[config.mk]
export PLATFORM = sky130hd
export DESIGN_NAME = cache_set_tracker
export DESIGN_NICKNAME = d
export VERILOG_FILES = /design/src/rtl/cache_pkg.sv /design/src/rtl/onehot_decoder.sv /design/src/rtl/cache_set_tracker.sv
export SDC_FILE = /design/constraint.sdc
export NUM_CORES = 1
export LEC_CHECK = 0
export BUFFER_PORTS_ARGS = -buffer_cell sky130_fd_sc_hd__buf_2
export CAP_MARGIN = 15
export CORE_ASPECT_RATIO = 0.7
export CORE_MARGIN = 2
export CORE_UTILIZATION = 30
export DETAILED_ROUTE_END_ITERATION = 16
export SLEW_MARGIN = 25
export SYNTH_ARGS = -nofsm -noshare
export SYNTH_HDL_FRONTEND = slang
export SYNTH_HIERARCHICAL = 1
export SYNTH_SLANG_ARGS = --single-unit
[constraint.sdc]
create_clock -name clk -period 6.25 [get_ports clk]
set_input_delay 0.9375 -clock clk [delete_from_list [all_inputs] [get_ports clk]]
set_output_delay 0.9375 -clock clk [all_outputs]
set_load 0.01 [all_outputs]
[src/rtl/cache_pkg.sv]
// +----------------------------------------------------------------+
// | cache_pkg: shared types and sizing helpers for cache_set_tracker |
// | Rev 1.0                                                          |
// +----------------------------------------------------------------+
`default_nettype none

package cache_pkg;

  localparam int DEFAULT_IDX_W = 6;

  typedef enum logic [1:0] {
    IDLE  = 2'd0,
    FLUSH = 2'd1,
    DONE  = 2'd2
  } state_t;

  // The count must represent 0..2**idx_w inclusive, hence one extra bit.
  function automatic int count_width(input int idx_w);
    return idx_w + 1;
  endfunction

endpackage

`default_nettype wire

[src/rtl/onehot_decoder.sv]
// +----------------------------------------------------------------+
// | onehot_decoder: combinational index to one-hot vector            |
// | Rev 1.0                                                          |
// +----------------------------------------------------------------+
`default_nettype none

module onehot_decoder
  import cache_pkg::*;
#(
  parameter int IDX_W = DEFAULT_IDX_W
) (
  input  logic [IDX_W-1:0]      index,
  output logic [(1<<IDX_W)-1:0] onehot
);

  always_comb begin
    onehot        = '0;
    onehot[index] = 1'b1;
  end

endmodule

`default_nettype wire

[src/rtl/cache_set_tracker.sv]
// +----------------------------------------------------------------+
// | cache_set_tracker: registered set select, per-set valid bits,    |
// | fill/invalidate, counted flush and valid-line count. Rev 1.0     |
// +----------------------------------------------------------------+
`default_nettype none

module cache_set_tracker
  import cache_pkg::*;
#(
  parameter int IDX_W = DEFAULT_IDX_W,
  parameter int SETS  = 1 << IDX_W
) (
  input  logic                           clk,
  input  logic                           rst,
  input  logic                           req_valid,
  output logic                           req_ready,
  input  logic [IDX_W-1:0]               req_index,
  output logic                           sel_valid,
  output logic [SETS-1:0]                line_sel,
  output logic                           line_valid,
  input  logic                           fill_en,
  input  logic [IDX_W-1:0]               fill_index,
  input  logic                           inv_en,
  input  logic [IDX_W-1:0]               inv_index,
  input  logic                           flush_start,
  output logic                           flush_busy,
  output logic                           flush_done,
  output logic [count_width(IDX_W)-1:0]  valid_count
);

  localparam int CNT_W = count_width(IDX_W);

  state_t             state_q, state_d;
  logic [IDX_W-1:0]   ptr_q, ptr_d;
  logic [SETS-1:0]    valid_q, valid_d;
  logic [CNT_W-1:0]   count_q, count_d;
  logic               sel_valid_q;
  logic               line_valid_q;
  logic [SETS-1:0]    line_sel_q;
  logic [SETS-1:0]    dec_onehot;
  logic               accept;
  logic               fill_rise;
  logic               inv_fall;

  onehot_decoder #(
    .IDX_W (IDX_W)
  ) u_dec (
    .index  (req_index),
    .onehot (dec_onehot)
  );

  assign req_ready  = (state_q == IDLE);
  assign flush_busy = (state_q != IDLE);
  assign flush_done = (state_q == DONE);
  assign accept     = req_valid && req_ready;

  always_comb begin
    state_d   = state_q;
    ptr_d     = ptr_q;
    valid_d   = valid_q;
    count_d   = count_q;
    fill_rise = 1'b0;
    inv_fall  = 1'b0;
    unique case (state_q)
      IDLE: begin
        // A same-index invalidate overrides the fill, so that fill cannot count as a rise.
        fill_rise = fill_en && !valid_q[fill_index]
                    && !(inv_en && (inv_index == fill_index));
        inv_fall  = inv_en && valid_q[inv_index];
        if (fill_en) valid_d[fill_index] = 1'b1;
        if (inv_en)  valid_d[inv_index]  = 1'b0;
        count_d = count_q + CNT_W'(fill_rise) - CNT_W'(inv_fall);
        if (flush_start) begin
          state_d = FLUSH;
          ptr_d   = '0;
        end
      end
      FLUSH: begin
        valid_d[ptr_q] = 1'b0;
        if (valid_q[ptr_q]) count_d = count_q - CNT_W'(1);
        ptr_d = ptr_q + IDX_W'(1);
        if (&ptr_q) state_d = DONE;
      end
      DONE: begin
        count_d = '0;
        state_d = IDLE;
      end
      default: begin
        state_d = IDLE;
      end
    endcase
  end

  always_ff @(posedge clk or posedge rst) begin
    if (rst) begin
      state_q <= IDLE;
      ptr_q   <= '0;
      valid_q <= '0;
      count_q <= '0;
    end else begin
      state_q <= state_d;
      ptr_q   <= ptr_d;
      valid_q <= valid_d;
      count_q <= count_d;
    end
  end

  // Lookup pipeline samples the array before this edge's fill/invalidate/flush update.
  always_ff @(posedge clk or posedge rst) begin
    if (rst) begin
      sel_valid_q  <= 1'b0;
      line_sel_q   <= '0;
      line_valid_q <= 1'b0;
    end else begin
      sel_valid_q  <= accept;
      line_sel_q   <= accept ? dec_onehot : '0;
      line_valid_q <= accept && valid_q[req_index];
    end
  end

  assign sel_valid   = sel_valid_q;
  assign line_sel    = line_sel_q;
  assign line_valid  = line_valid_q;
  assign valid_count = count_q;

endmodule

`default_nettype wire

Word level (Yosys, flattened, before mapping)
Cells that the tools add are included.
{ "word_totals": {"out_inout_bits": 76, "ff_bits": 145} }
{ "classes": {"bitwise_logic": 5, "eq_ne": 6, "mux": 28, "order_cmp": 8, "reduce_logical": 20, "n_addsub": 4} }
{ "op_table": {"columns": ["op", "count"], "rows": [
  ["two-way mux 64 bit", 4],
  ["bitwise AND 64 bit", 2],
  ["NOT 64 bit", 2],
  ["one-hot mux 64 bit (2 select lines)", 1],
  ["OR 64 bit", 1],
  ["less-than comparator 6 x 7 -> 1 bit (second input constant)", 4],
  ["binary-select mux 1 bit (select 6 bit)", 4],
  ["demux 1 bit (select 6 bit)", 4],
  ["greater-or-equal comparator 6 x 1 -> 1 bit (second input constant)", 4],
  ["one-hot mux 7 bit (3 select lines)", 1],
  ["one-hot mux 6 bit (2 select lines)", 1],
  ["logical AND 1 bit", 10],
  ["two-way mux 1 bit", 8],
  ["adder 7 x 1 -> 7 bit", 1],
  ["two-way mux 7 bit", 1],
  ["subtractor 7 x 1 -> 7 bit", 1],
  ["subtractor 7 x 1 -> 7 bit (second input constant)", 1],
  ["adder 6 x 1 -> 6 bit (second input constant)", 1],
  ["equality test 6 bit", 1],
  ["two-way mux 6 bit", 1],
  ["AND reduction 2 bit", 3],
  ["AND reduction 6 bit", 1],
  ["two-way mux 2 bit", 2],
  ["inequality test 2 bit (second input constant)", 2],
  ["other kinds (8)", 10]
]} }

Depth between registers and ports, before layout
{ "depth": {"depth_word": 10, "mapped_depth": 20, "mapped_depth_nobuf": 17} }

Cells and area by module
The synthesis kept the hierarchy.
{ "modules_own_cells": {"columns": ["mod", "cells_each", "area_per_inst_um2", "n_inst"], "rows": [
  ["cache_set_tracker", 931, 8924.8, 1],
  ["onehot_decoder", 95, 465.4, 1]
]} }

Worst setup path before layout
OpenSTA, ideal clock, no wires.
{ "synth_path": {"path_type": "input to register", "startpoint": "in inv_index[0]", "endpoint": "reg count_q[6] (netlist: valid_count[6])", "arrival_time_ns": 4.470, "path_stages": 17, "t_required_ns": 6.125, "setup_ns": 0.125, "setup_slack_ns": 1.656, "cell_sequence": "clkbuf_1 -> clkbuf_1 -> mux4_2 -> a211oi_1 -> o21ai_0 -> o31a_1 -> ha_1 -> inv_1 -> ha_1 -> inv_1 -> fa_1 -> o21ba_2 -> o21bai_1 -> a221oi_1 -> xnor2_1 -> o22ai_1 -> mux2_2"} }
{ "synth_via": {"elab_chain_cells": 7, "word_cells_on_any_way": 10} }
{ "synth_lines": {"columns": ["item", "line_no", "text"], "rows": [
  ["from (decl)", "cache_set_tracker.sv:24", "input logic [IDX_W-1:0] inv_index,"],
  ["equality test 6 bit", "cache_set_tracker.sv:68", "&& !(inv_en && (inv_index == fill_index));"],
  ["logical AND 1 bit", "cache_set_tracker.sv:68", null],
  ["logical NOT 1 bit", "cache_set_tracker.sv:68", null],
  ["logical AND 1 bit", "cache_set_tracker.sv:68", null],
  ["adder 7 x 1 -> 7 bit", "cache_set_tracker.sv:72", "count_d = count_q + CNT_W'(fill_rise) - CNT_W'(inv_fall);"],
  ["subtractor 7 x 1 -> 7 bit *", "cache_set_tracker.sv:72", null],
  ["one-hot mux 7 bit (3 select lines) *", "cache_set_tracker.sv:64", "unique case (state_q)"],
  ["to (signal assigned)", "cache_set_tracker.sv:104", "count_q <= count_d;"],
  ["to (decl)", "cache_set_tracker.sv:36", "logic [CNT_W-1:0] count_q, count_d;"]
]} }
Mark *: on every way between the ends. The rest lies on a longest branch, timed or not. The select of a mux whose other input is x is not followed.
A chain may end at the register's enable or synchronous reset.

Worst setup path in the final report
{ "layout_path": {"startpoint": "in fill_index[1]", "endpoint": "reg count_q[6] (netlist: valid_count[6])"} }
{ "layout_via": {"elab_chain_cells": 8, "word_cells_on_any_way": 11} }
{ "layout_lines": {"columns": ["item", "line_no", "text"], "rows": [
  ["from (decl)", "cache_set_tracker.sv:22", "input logic [IDX_W-1:0] fill_index,"],
  ["binary-select mux 1 bit (select 6 bit)", "cache_set_tracker.sv:67", "fill_rise = fill_en && !valid_q[fill_index]"],
  ["two-way mux 1 bit (not written as such)", "cache_set_tracker.sv:67", null],
  ["logical NOT 1 bit", "cache_set_tracker.sv:67", null],
  ["logical AND 1 bit", "cache_set_tracker.sv:67", null],
  ["logical AND 1 bit *", "cache_set_tracker.sv:68", null],
  ["adder 7 x 1 -> 7 bit *", "cache_set_tracker.sv:72", null],
  ["subtractor 7 x 1 -> 7 bit *", "cache_set_tracker.sv:72", null],
  ["one-hot mux 7 bit (3 select lines) *", "cache_set_tracker.sv:64", null]
]} }
Marked as above.

==> load_flow_metrics.sql <==
INSERT INTO impl_metrics (metric_group, metric, value, unit) VALUES
('power', 'clock_network_fraction_of_total_power', '0.254', ''),
('sta', 'clock-skew-final', '0.0120', 'ns'),
('sta', 'timing_worst_slew_pin_value', '1.01', 'ns'),
('grt', 'first_pass_grt_wire_length', '55.0', 'mm'),
('critical_path', 'worstSetupEndpoint', 'valid_count[6]', ''),
('cts', 'cts_tree', 'yes', ''),
('synthesis', 'synthCells', '1026', ''),
('critical_path', 'largest_fanout_on_the_critical_path', '34', ''),
('floorplanning', 'rows', '54', ''),
('cts', 'htreeDepth', '4', ''),
('worst_hold_path', 'worstHoldPathType', 'flop to flop', ''),
('drt', 'drt_drc_violations_left', '0', ''),
('drt', 'final_wirelength', '36.2', 'mm'),
('critical_path', 'worst-r2r-cell-count', '17', ''),
('final_layout', 'post_route_cells_drive_above_1_share', '0.191', ''),
('critical_path', 'rr_endpoint', 'valid_count[6]', ''),
('sta', 'setup_tns', '0', 'ns'),
('sta', 'fmax', '200', 'MHz'),
('power', 'cell_internal_pwr', '2.21', 'mW'),
('sta', 'hold_viol', '0', ''),
('grt', 'grt_use_total', '0.221', ''),
('cts', 'clock_pin_slew_reported_for_the_worst_setup_and_hold_paths_after_clock_tree_synthesis', '0.07', 'ns'),
('floorplanning', 'die_w', '215', 'microns'),
('worst_hold_path', 'hold_depth', '1', ''),
('final_layout', 'core_util_final', '0.346', ''),
('sta', 'rsz0062_at_grt', 'false', ''),
('drt', 'routed-via-count', '9001', ''),
('critical_path', 'worstSetupPathType', 'input port to flop', ''),
('drt', 'drtPass1Iterations', '6', ''),
('grt', 'number_of_antenna_violations_at_the_first_check_in_global_routing', '0', ''),
('final_layout', 'areaGrowthSynthToFinish', '14.2', '%'),
('power', 'power-per-cell-area', '364', 'nW/um^2'),
('synthesis', 'netlist-cell-type-count', '66', ''),
('grt', 'first_global_vias', '8425', ''),
('final_layout', 'insertedDiodeCount', '0', ''),
('grt', 'grt_max_degree', '86', ''),
('floorplanning', 'core_region_area', '31000', 'sq um'),
('synthesis', 'async_flop_share', '1.00', ''),
('floorplanning', 'initial_utilization', '0.303', ''),
('power', 'power.net_switching', '1.69', 'mW'),
('cts', 'maximum_clock_path_buffer_count', '2', ''),
('drt', 'drt_antenna_net_count', '0', ''),
('drt', 'first_iter_violations', '1367', ''),
('critical_path', 'crit-reg2reg-launch', 'valid_q[2]', ''),
('synthesis', 'synth_edf_count', '0', ''),
('placed_design', 'port_buffers', '99', ''),
('floorplanning', 'top_level_ports', '100', ''),
('critical_path', 'regToRegSetupSlack', '2.05', 'ns'),
('floorplanning', 'die_height', '152', 'microns'),
('critical_path', 'critPathLaunch', 'fill_index[1]', ''),
('sta', 'slew_violations', '0', ''),
('cts', 'post_cts.resized_instances', '0', ''),
('power', 'swShare', '0.434', ''),
('synthesis', 'netlist_area', '9390', 'sq um'),
('cts', 'cts-buffers-inserted', '17', ''),
('sta', 'slew_headroom', '0.322', ''),
('power', 'irDropWorstVdd', '219', 'uV'),
('sta', 'layout_min_cycle_time', '5.00', 'ns'),
('cts', 'clk_root_buffer_cell', 'sky130_fd_sc_hd__clkbuf_16', ''),
('cts', 'number_of_hold_buffers_added_after_cts', '0', ''),
('placed_design', 'place_inst', '1471', ''),
('cts', 'clk-insertion-delay-late', '0.45', 'ns'),
('run_status', 'status', 'finished, final reports clean', ''),
('placed_design', 'place_area', '10200', 'sq um'),
('synthesis', 'ys_seq_area_frac', '0.386', ''),
('final_layout', 'fillerInstances', '3179', ''),
('drt', 'viasPerCell', '5.99', ''),
('sta', 'period_share', '0.800', ''),
('placed_design', 'hpwlAfterDp', '24.7', 'mm'),
('power', 'comb_power_share', '0.390', ''),
('power', 'seq_power_share', '0.356', '');
cells in the mapped netlist, types with 6 or more instances:
cell / instances / share of area
sky130_fd_sc_hd__dfrtp_1: 145 / 0.39
sky130_fd_sc_hd__a21oi_1: 137 / 0.073
sky130_fd_sc_hd__nor2_1: 109 / 0.044
sky130_fd_sc_hd__and3_1: 69 / 0.046
sky130_fd_sc_hd__clkbuf_1: 66 / 0.026
sky130_fd_sc_hd__nand2_1: 61 / 0.024
sky130_fd_sc_hd__o22ai_1: 58 / 0.039
sky130_fd_sc_hd__mux4_2: 30 / 0.072
sky130_fd_sc_hd__mux2i_1: 28 / 0.030
sky130_fd_sc_hd__mux2_2: 26 / 0.031
sky130_fd_sc_hd__o21ai_0: 25 / 0.013
sky130_fd_sc_hd__inv_1: 23 / 0.0092
sky130_fd_sc_hd__nand3_1: 21 / 0.011
sky130_fd_sc_hd__ha_1: 18 / 0.024
sky130_fd_sc_hd__nor2b_1: 16 / 0.011
sky130_fd_sc_hd__nor3_1: 16 / 0.0085
sky130_fd_sc_hd__a221oi_1: 13 / 0.012
sky130_fd_sc_hd__buf_1: 12 / 0.0048
sky130_fd_sc_hd__nand2b_1: 10 / 0.0067
sky130_fd_sc_hd__xnor2_1: 10 / 0.0093
sky130_fd_sc_hd__a211oi_1: 8 / 0.0064
sky130_fd_sc_hd__a22oi_1: 7 / 0.0056
sky130_fd_sc_hd__o32ai_1: 7 / 0.0065
sky130_fd_sc_hd__a22o_1: 6 / 0.0056
sky130_fd_sc_hd__a31oi_1: 6 / 0.0040
sky130_fd_sc_hd__and2_1: 6 / 0.0040
sky130_fd_sc_hd__buf_2: 6 / 0.0032
sky130_fd_sc_hd__nand4bb_1: 6 / 0.0072
sky130_fd_sc_hd__xor2_1: 6 / 0.0056
worst max-delay path, stage by stage:
cell and delay (ns):
sky130_fd_sc_hd__buf_2 0.54, sky130_fd_sc_hd__nor2b_1 0.48, sky130_fd_sc_hd__a221oi_1 0.17, sky130_fd_sc_hd__o211a_1 0.22, sky130_fd_sc_hd__a2111oi_0 0.70, sky130_fd_sc_hd__a41oi_1 0.09
sky130_fd_sc_hd__nand4_1 0.14, sky130_fd_sc_hd__ha_1 0.31, sky130_fd_sc_hd__inv_1 0.09, sky130_fd_sc_hd__ha_1 0.16, sky130_fd_sc_hd__inv_1 0.05, sky130_fd_sc_hd__fa_1 0.39
sky130_fd_sc_hd__o21ba_2 0.21, sky130_fd_sc_hd__o21bai_1 0.19, sky130_fd_sc_hd__a221oi_1 0.13, sky130_fd_sc_hd__xnor2_1 0.15, sky130_fd_sc_hd__o22ai_1 0.09, sky130_fd_sc_hd__mux2_2 0.26
sequential cells by signal, summed over array words and instances (netlist names):
| register | flops |
|---|---|
| line_sel | 64 |
| state_q | 2 |
| ptr_q | 6 |
| line_valid | 1 |
| valid_q | 64 |
| valid_count | 7 |
| sel_valid | 1 |
layout make-up:
type,instances,area [sq um],share of cell area
Clock buffer,17,425,0.0397
Clock inverter,15,128,0.0119
Inverter,23,91.3,0.00852
Multi-Input combinational cell,773,5340,0.498
Sequential cell,145,3630,0.338
Tap cell,420,526,0.0490
Timing Repair Buffer,110,578,0.0539
how the worst min path moves through the flow:
stage	start	endpoint
CTS	state_q[1]	state_q[1]
global placement	state_q[1]	state_q[1]
detailed placement	state_q[1]	state_q[1]
floorplan	state_q[1]	state_q[1]
global route	state_q[1]	state_q[1]
finish	state_q[1]	state_q[1]
stage by stage:
step,setup WS (ns),hold WS [ns]
after floorplan,1.42,0.486
after global placement,0.951,0.520
after detailed placement,1.02,0.520
after CTS,1.43,0.541
after global routing,0.951,0.581
final,1.25,0.553
power groups by stage:
stage / combinational [mW] / clock (mW) / sequential [mW]
2_1_floorplan: 1.12 / 0 / 1.25
3_3_place_gp: 1.48 / 0 / 1.38
3_5_place_dp: 1.49 / 0 / 1.37
4_1_cts: 1.49 / 1.01 / 1.36
5_1_grt: 1.66 / 1.04 / 1.39
6_report: 1.52 / 0.990 / 1.39
per-layer routing:
metal | global-route usage | part of all wire | vias to the layer above
li1 | - | - | 3916
met1 | 0.329 | 0.44 | 4419
met2 | 0.291 | 0.39 | 594
met3 | 0.0841 | 0.14 | 72
met4 | 0.0680 | 0.025 | 0
met5 | 0 | 0 | -
placed cells by master, fill, tap and decap left out, types with 11 or more instances in the layout:
cell type,instances
sky130_fd_sc_hd__nand3_1,21
sky130_fd_sc_hd__nor2_1,109
sky130_fd_sc_hd__o21ai_0,25
sky130_fd_sc_hd__inv_1,22
sky130_fd_sc_hd__mux2i_1,28
sky130_fd_sc_hd__a21oi_1,137
sky130_fd_sc_hd__ha_1,17
sky130_fd_sc_hd__dfrtp_1,145
sky130_fd_sc_hd__and3_1,69
sky130_fd_sc_hd__nor2b_1,16
sky130_fd_sc_hd__buf_2,99
sky130_fd_sc_hd__o22ai_1,58
sky130_fd_sc_hd__nand2_1,61
sky130_fd_sc_hd__nor3_1,16
sky130_fd_sc_hd__a221oi_1,13
sky130_fd_sc_hd__mux2_2,26
sky130_fd_sc_hd__mux4_2,30
sky130_fd_sc_hd__buf_4,11
sky130_fd_sc_hd__clkbuf_16,17
logic make-up after synthesis:
logic type	count (synthesis)	share of synthesized area
AOI/OAI and AO/OA	307	0.205
muxes	84	0.133
buffers and inverters	108	0.0448
DFF	145	0.386
and+or+nand+nor	347	0.189
xor gates and xnor gates	16	0.0149
adders and majority gates	19	0.0261
No activity file was read; power rests on OpenSTA's default activity.
